[src/rtl/versat_reg_if.sv]
// Memory-mapped host port of the Versat register unit.
interface versat_reg_if #(
  parameter int DATA_W = 8
);
  logic                  valid;
  logic [1:0]            addr;
  logic [DATA_W/8-1:0]   wstrb;
  logic [DATA_W-1:0]     wdata;
  logic                  rvalid;
  logic [DATA_W-1:0]     rdata;

  modport master (output valid, addr, wstrb, wdata, input rvalid, rdata);
  modport slave  (input valid, addr, wstrb, wdata, output rvalid, rdata);
endinterface

[src/rtl/versat_reg.sv]
// Versat register unit: captures in0 after delay0 running cycles, host-accessible
// through a single aliased memory-mapped register.
module versat_reg_unit #(
  parameter int DELAY_W = 2,
  parameter int DATA_W  = 8
) (
  input  logic               clk,
  input  logic               rst,
  input  logic [DATA_W-1:0]  in0,
  output logic [DATA_W-1:0]  out0,
  input  logic               running,
  input  logic               run,
  output logic               done,
  input  logic               disabled,
  output logic [DATA_W-1:0]  currentValue,
  input  logic [DELAY_W-1:0] delay0,
  versat_reg_if.slave        mm
);
  localparam int NB = DATA_W / 8;

  logic [DATA_W-1:0]  stored;
  logic [DELAY_W-1:0] cnt;
  logic               busy;
  logic               mm_wr, mm_rd, capture;
  logic [DATA_W-1:0]  wr_merged;

  assign mm_wr = mm.valid && (mm.wstrb != '0);
  assign mm_rd = mm.valid && (mm.wstrb == '0);

  // Capture only on a counted-out running cycle that is not restarted or aborted.
  assign capture = !run && busy && !disabled && running && (cnt == '0);

  for (genvar b = 0; b < NB; b++) begin : g_byte
    assign wr_merged[b*8 +: 8] = mm.wstrb[b] ? mm.wdata[b*8 +: 8] : stored[b*8 +: 8];
  end

  always_ff @(posedge clk) begin
    if (rst) begin
      stored    <= '0;
      cnt       <= '0;
      busy      <= 1'b0;
      mm.rvalid <= 1'b0;
      mm.rdata  <= '0;
    end else begin
      if (run) begin
        if (!disabled) begin
          cnt  <= delay0;
          busy <= 1'b1;
        end else begin
          busy <= 1'b0;
        end
      end else if (busy) begin
        if (disabled)
          busy <= 1'b0;
        else if (running) begin
          if (cnt == '0) busy <= 1'b0;
          else           cnt  <= cnt - 1'b1;
        end
      end

      // Host write beats a same-cycle capture; busy has already cleared above.
      if (mm_wr)        stored <= wr_merged;
      else if (capture) stored <= in0;

      mm.rvalid <= mm_rd;
      if (mm_rd) mm.rdata <= stored;
    end
  end

  assign out0         = stored;
  assign currentValue = stored;
  assign done         = ~busy;
endmodule

[src/flat_wrapper.sv]
// flat-port wrapper written by rule: the top's interface ports become plain ports
module versat_reg_unit_flat 
#(
  parameter int DELAY_W = 2,
  parameter int DATA_W  = 8
)
  (clk, rst, in0, out0, running, run, done, disabled, currentValue, delay0, mm_valid, mm_addr, mm_wstrb, mm_wdata, mm_rvalid, mm_rdata);
  versat_reg_if #(.DATA_W(DATA_W)) mm_i ();
  input  logic clk;
  input  logic rst;
  input  logic [DATA_W-1:0] in0;
  output logic [DATA_W-1:0] out0;
  input  logic running;
  input  logic run;
  output logic done;
  input  logic disabled;
  output logic [DATA_W-1:0] currentValue;
  input  logic [DELAY_W-1:0] delay0;
  input wire logic [$bits(mm_i.valid)-1:0] mm_valid;
  input wire logic [$bits(mm_i.addr)-1:0] mm_addr;
  input wire logic [$bits(mm_i.wstrb)-1:0] mm_wstrb;
  input wire logic [$bits(mm_i.wdata)-1:0] mm_wdata;
  output wire logic [$bits(mm_i.rvalid)-1:0] mm_rvalid;
  output wire logic [$bits(mm_i.rdata)-1:0] mm_rdata;
  assign mm_i.valid = mm_valid;
  assign mm_i.addr = mm_addr;
  assign mm_i.wstrb = mm_wstrb;
  assign mm_i.wdata = mm_wdata;
  assign mm_rvalid = mm_i.rvalid;
  assign mm_rdata = mm_i.rdata;
  versat_reg_unit #(.DELAY_W(DELAY_W), .DATA_W(DATA_W)) u_core (.clk(clk), .rst(rst), .in0(in0), .out0(out0), .running(running), .run(run), .done(done), .disabled(disabled), .currentValue(currentValue), .delay0(delay0), .mm(mm_i));
endmodule
[config.mk]
export PLATFORM = sky130hd
export DESIGN_NAME = versat_reg_unit_flat
export DESIGN_NICKNAME = d
export VERILOG_FILES = /design/src/rtl/versat_reg_if.sv /design/src/rtl/versat_reg.sv /design/src/flat_wrapper.sv
export SDC_FILE = /design/constraint.sdc
export NUM_CORES = 1
export LEC_CHECK = 0
export CAP_MARGIN = 10
export CORE_MARGIN = 1
export CORE_UTILIZATION = 37
export CTS_BUF_LIST = sky130_fd_sc_hd__clkbuf_8 sky130_fd_sc_hd__clkbuf_16
export CTS_CLUSTER_DIAMETER = 60
export DETAILED_ROUTE_END_ITERATION = 16
export HOLD_SLACK_MARGIN = 0.1
export MAX_ROUTING_LAYER = met4
export PLACE_DENSITY_LB_ADDON = 0.25
export SYNTH_ARGS = -nofsm -noshare
export SYNTH_HDL_FRONTEND = slang
export SYNTH_SLANG_ARGS = --single-unit
[constraint.sdc]
create_clock -name clk -period 1.8 [get_ports clk]
set_input_delay 0.18 -clock clk [delete_from_list [all_inputs] [get_ports clk]]
set_output_delay 0.18 -clock clk [all_outputs]
set_load 0.02 [all_outputs]
==> impl_metrics.tcl <==
set metrics [dict create \
    report.final.setup_viol 0 \
    cts_tree "built" \
    vias_per_cell 5.20 \
    reg2reg_from "u_core.cnt[0]$_SDFFE_PP0P_" \
    synthTopCellsByCount "dfxtp_1, nand2_1, nor2_1, a21oi_1, o21ai_0" \
    path_clk_slew_ns 0.07 \
    place_area_um2 1380 \
    slew_headroom 0.619 \
    instances_no_fill 184 \
    min_path_cells 2 \
    num_io_pins 53 \
    synth_seq_cells 20 \
    num_vias 957 \
    slew_viol_final 0 \
    netlist_area_um2 926 \
    synth_edf_count 0 \
    cts_resized 0 \
    wire_per_inst_um 13.0 \
    synthArstFlopShare 0 \
    cts_hold_buf 0 \
    startpoint_type "flip-flop" \
    fin_util 0.625 \
    cp_max_fo 4 \
    dp.cells 181 \
    detailed_place_hpwl_um 1790 \
    ys_types 27 \
    antenna_left 0 \
    cp-end-kind "flip-flop" \
    drcViolationCount 0 \
    rr_endpoint "u_core.cnt[1]$_SDFFE_PP0P_" \
    synth_flop_cell "dfxtp_1" \
    cp_data_arrival_time_ns 1.66 \
    final_area_um2 1420 \
    max_cap_viol_count 0 \
    grt_max_degree 17 \
    core_um2 2280 \
    yosysTopAreaCell "dfxtp_1" \
    status "finished, final reports clean" \
    ctsHtreeMaxLevel 1 \
    rows 17 \
    insertion_delay_ns 0.25 \
    drt_iter0_markers 22 \
    wirelength_um 2390 \
    syn_nets 144 \
    syn_area_per_cell_um2 7.98 \
    skew_ns 0.00354 \
    clockRootBuffer "clkbuf_8" \
    hold_class "reg2reg" \
    drive_gt1_frac 0.0449 \
    fin_crit_sh 0.855 \
    cts_buffers 3 \
    hold_viol 0 \
    setup_slack_ns 0.261 \
    post_cts_buffers 0 \
    num_antenna_cells 0 \
    ir_drop_v 0.000404 \
    dieArea_um2 2710 \
    place_ws_ns 0.133 \
    yosysSeqAreaShare 0.432 \
    setup_tns_ns 0 \
    yosysMostFrequentCell "dfxtp_1" \
    die_w_um 52.0 \
    crit_type "reg2reg" \
    regToRegSetupSlack_ns 0.26 \
    powerDensity_nw_per_um2 701 \
    ys_top_cells_by_area "dfxtp_1, nand2_1, a311oi_1" \
    grt_pass1_wl_um 3570 \
    clock_path_buffers 2 \
    power_leakage_uw 0.000494 \
    netlist_instances 116 \
    rsz0062_at_grt "no" \
    antenna_found_initial 0 \
    critPathRequiredTime_ns 1.92 \
    fmax_ghz 0.650 \
    yosysWarnings 0 \
    grt_pass1_vias 796 \
    cts.sinks 20 \
    final_nets 186 \
    track_usage 0.185 \
    dieHeight_um 52.0 \
    reg2regPathDepth 5 \
    globalplace.congestion 0.740 \
    start_util 0.407 \
    fin_crit_ns 1.54 \
    synth.top_cell.area_share 0.432 \
    io_buffers 50 \
    syn_to_final_growth_pct 53.6 \
    hp-start "u_core.mm.rdata[4]$_SDFFE_PP0P_" \
    grt_overflow 0 \
    worst_pin_slew_ns 0.570 \
    hold_end "u_core.mm.rdata[4]$_SDFFE_PP0P_" \
    dr.pass1.iters 4 \
]
-- routing by layer --
layer	vias to the layer above	track usage	share of wire	wire length, um
met5	-	-	0	0
met4	0	0.0856	0.0042	10
met3	2	0.0380	0.049	116
met2	35	0.316	0.50	1200
met1	439	0.203	0.44	1060
li1	481	-	-	-
-- worst max-delay path, cell delays in order, from the launching register on --
cell,delay (ns)
dfxtp_1,0.37
inv_1,0.06
ha_1,0.23
nand3b_1,0.22
a2111oi_0,0.45
a211oi_1,0.09
-- state kept, by name (all words and copies together) (netlist names) --
name	count
u_core.busy	1
u_core.mm.rdata	8
u_core.mm.rvalid	1
u_core.currentValue	8
u_core.cnt	2
-- cell usage in the layout, fill, tap and decap left out, types with 2 or more instances in the layout --
cell type / n
dfxtp_1: 20
o21ai_0: 9
nand3_1: 8
inv_1: 4
nand2_1: 19
a311oi_1: 7
nor2_1: 10
buf_4: 2
clkbuf_8: 3
clkdlybuf4s50_1: 50
a21oi_1: 9
-- power breakdown --
group	internal, uW	total (uW)	switching, uW
clock	149	288	139
combinational	122	229	107
sequential	464	481	16.6
total	735	998	263
-- through the flow --
step / hold WS, ns / total power (uW)
floorplan: 0.259 / 604
global placement: 0.442 / 714
detailed placement: 0.447 / 720
CTS: 0.457 / 1010
global route: 0.471 / 1050
finish: 0.454 / 998
-- cells by family (layout without fill, tap and decap cells) --
logic type | count (synthesis) | count (layout) | share of synthesized area
AO/OA/AOI/OAI | 31 | 31 | 0.216
adder cells (fa/ha/maj) | 1 | 1 | 0.0135
buffers and inverters | 20 | 60 | 0.123
flip-flops | 20 | 20 | 0.432
AND/OR/NAND/NOR | 44 | 44 | 0.215
-- worst max path at each step --
stage               depth (start not counted)                                   to                  startpoint  slack (ns)
finish                                      5           u_core.cnt[1]$_SDFFE_PP0P_  u_core.cnt[0]$_SDFFE_PP0P_        0.26
global route                                5  u_core.currentValue[2]$_SDFFE_PP0P_  u_core.cnt[0]$_SDFFE_PP0P_        0.24
CTS                                         5  u_core.currentValue[3]$_SDFFE_PP0P_  u_core.cnt[0]$_SDFFE_PP0P_        0.30
detailed placement                          4  u_core.currentValue[3]$_SDFFE_PP0P_                    disabled        0.13
global placement                            4           u_core.cnt[1]$_SDFFE_PP0P_                         run        0.19
floorplan                                   5           u_core.cnt[1]$_SDFFE_PP0P_  u_core.cnt[0]$_SDFFE_PP0P_        0.45
-- final cells by class --
| cell class | count | area, um2 |
|---|---|---|
| flip-flops and latches | 20 | 400 |
| well taps | 28 | 35.0 |
| repair buffers | 52 | 515 |
| clock buffers | 3 | 41.3 |
| multi-input cells | 76 | 412 |
| inverters | 5 | 18.8 |
| fillers | 222 | 853 |
Note: power is estimated with default switching activity, not from simulation.
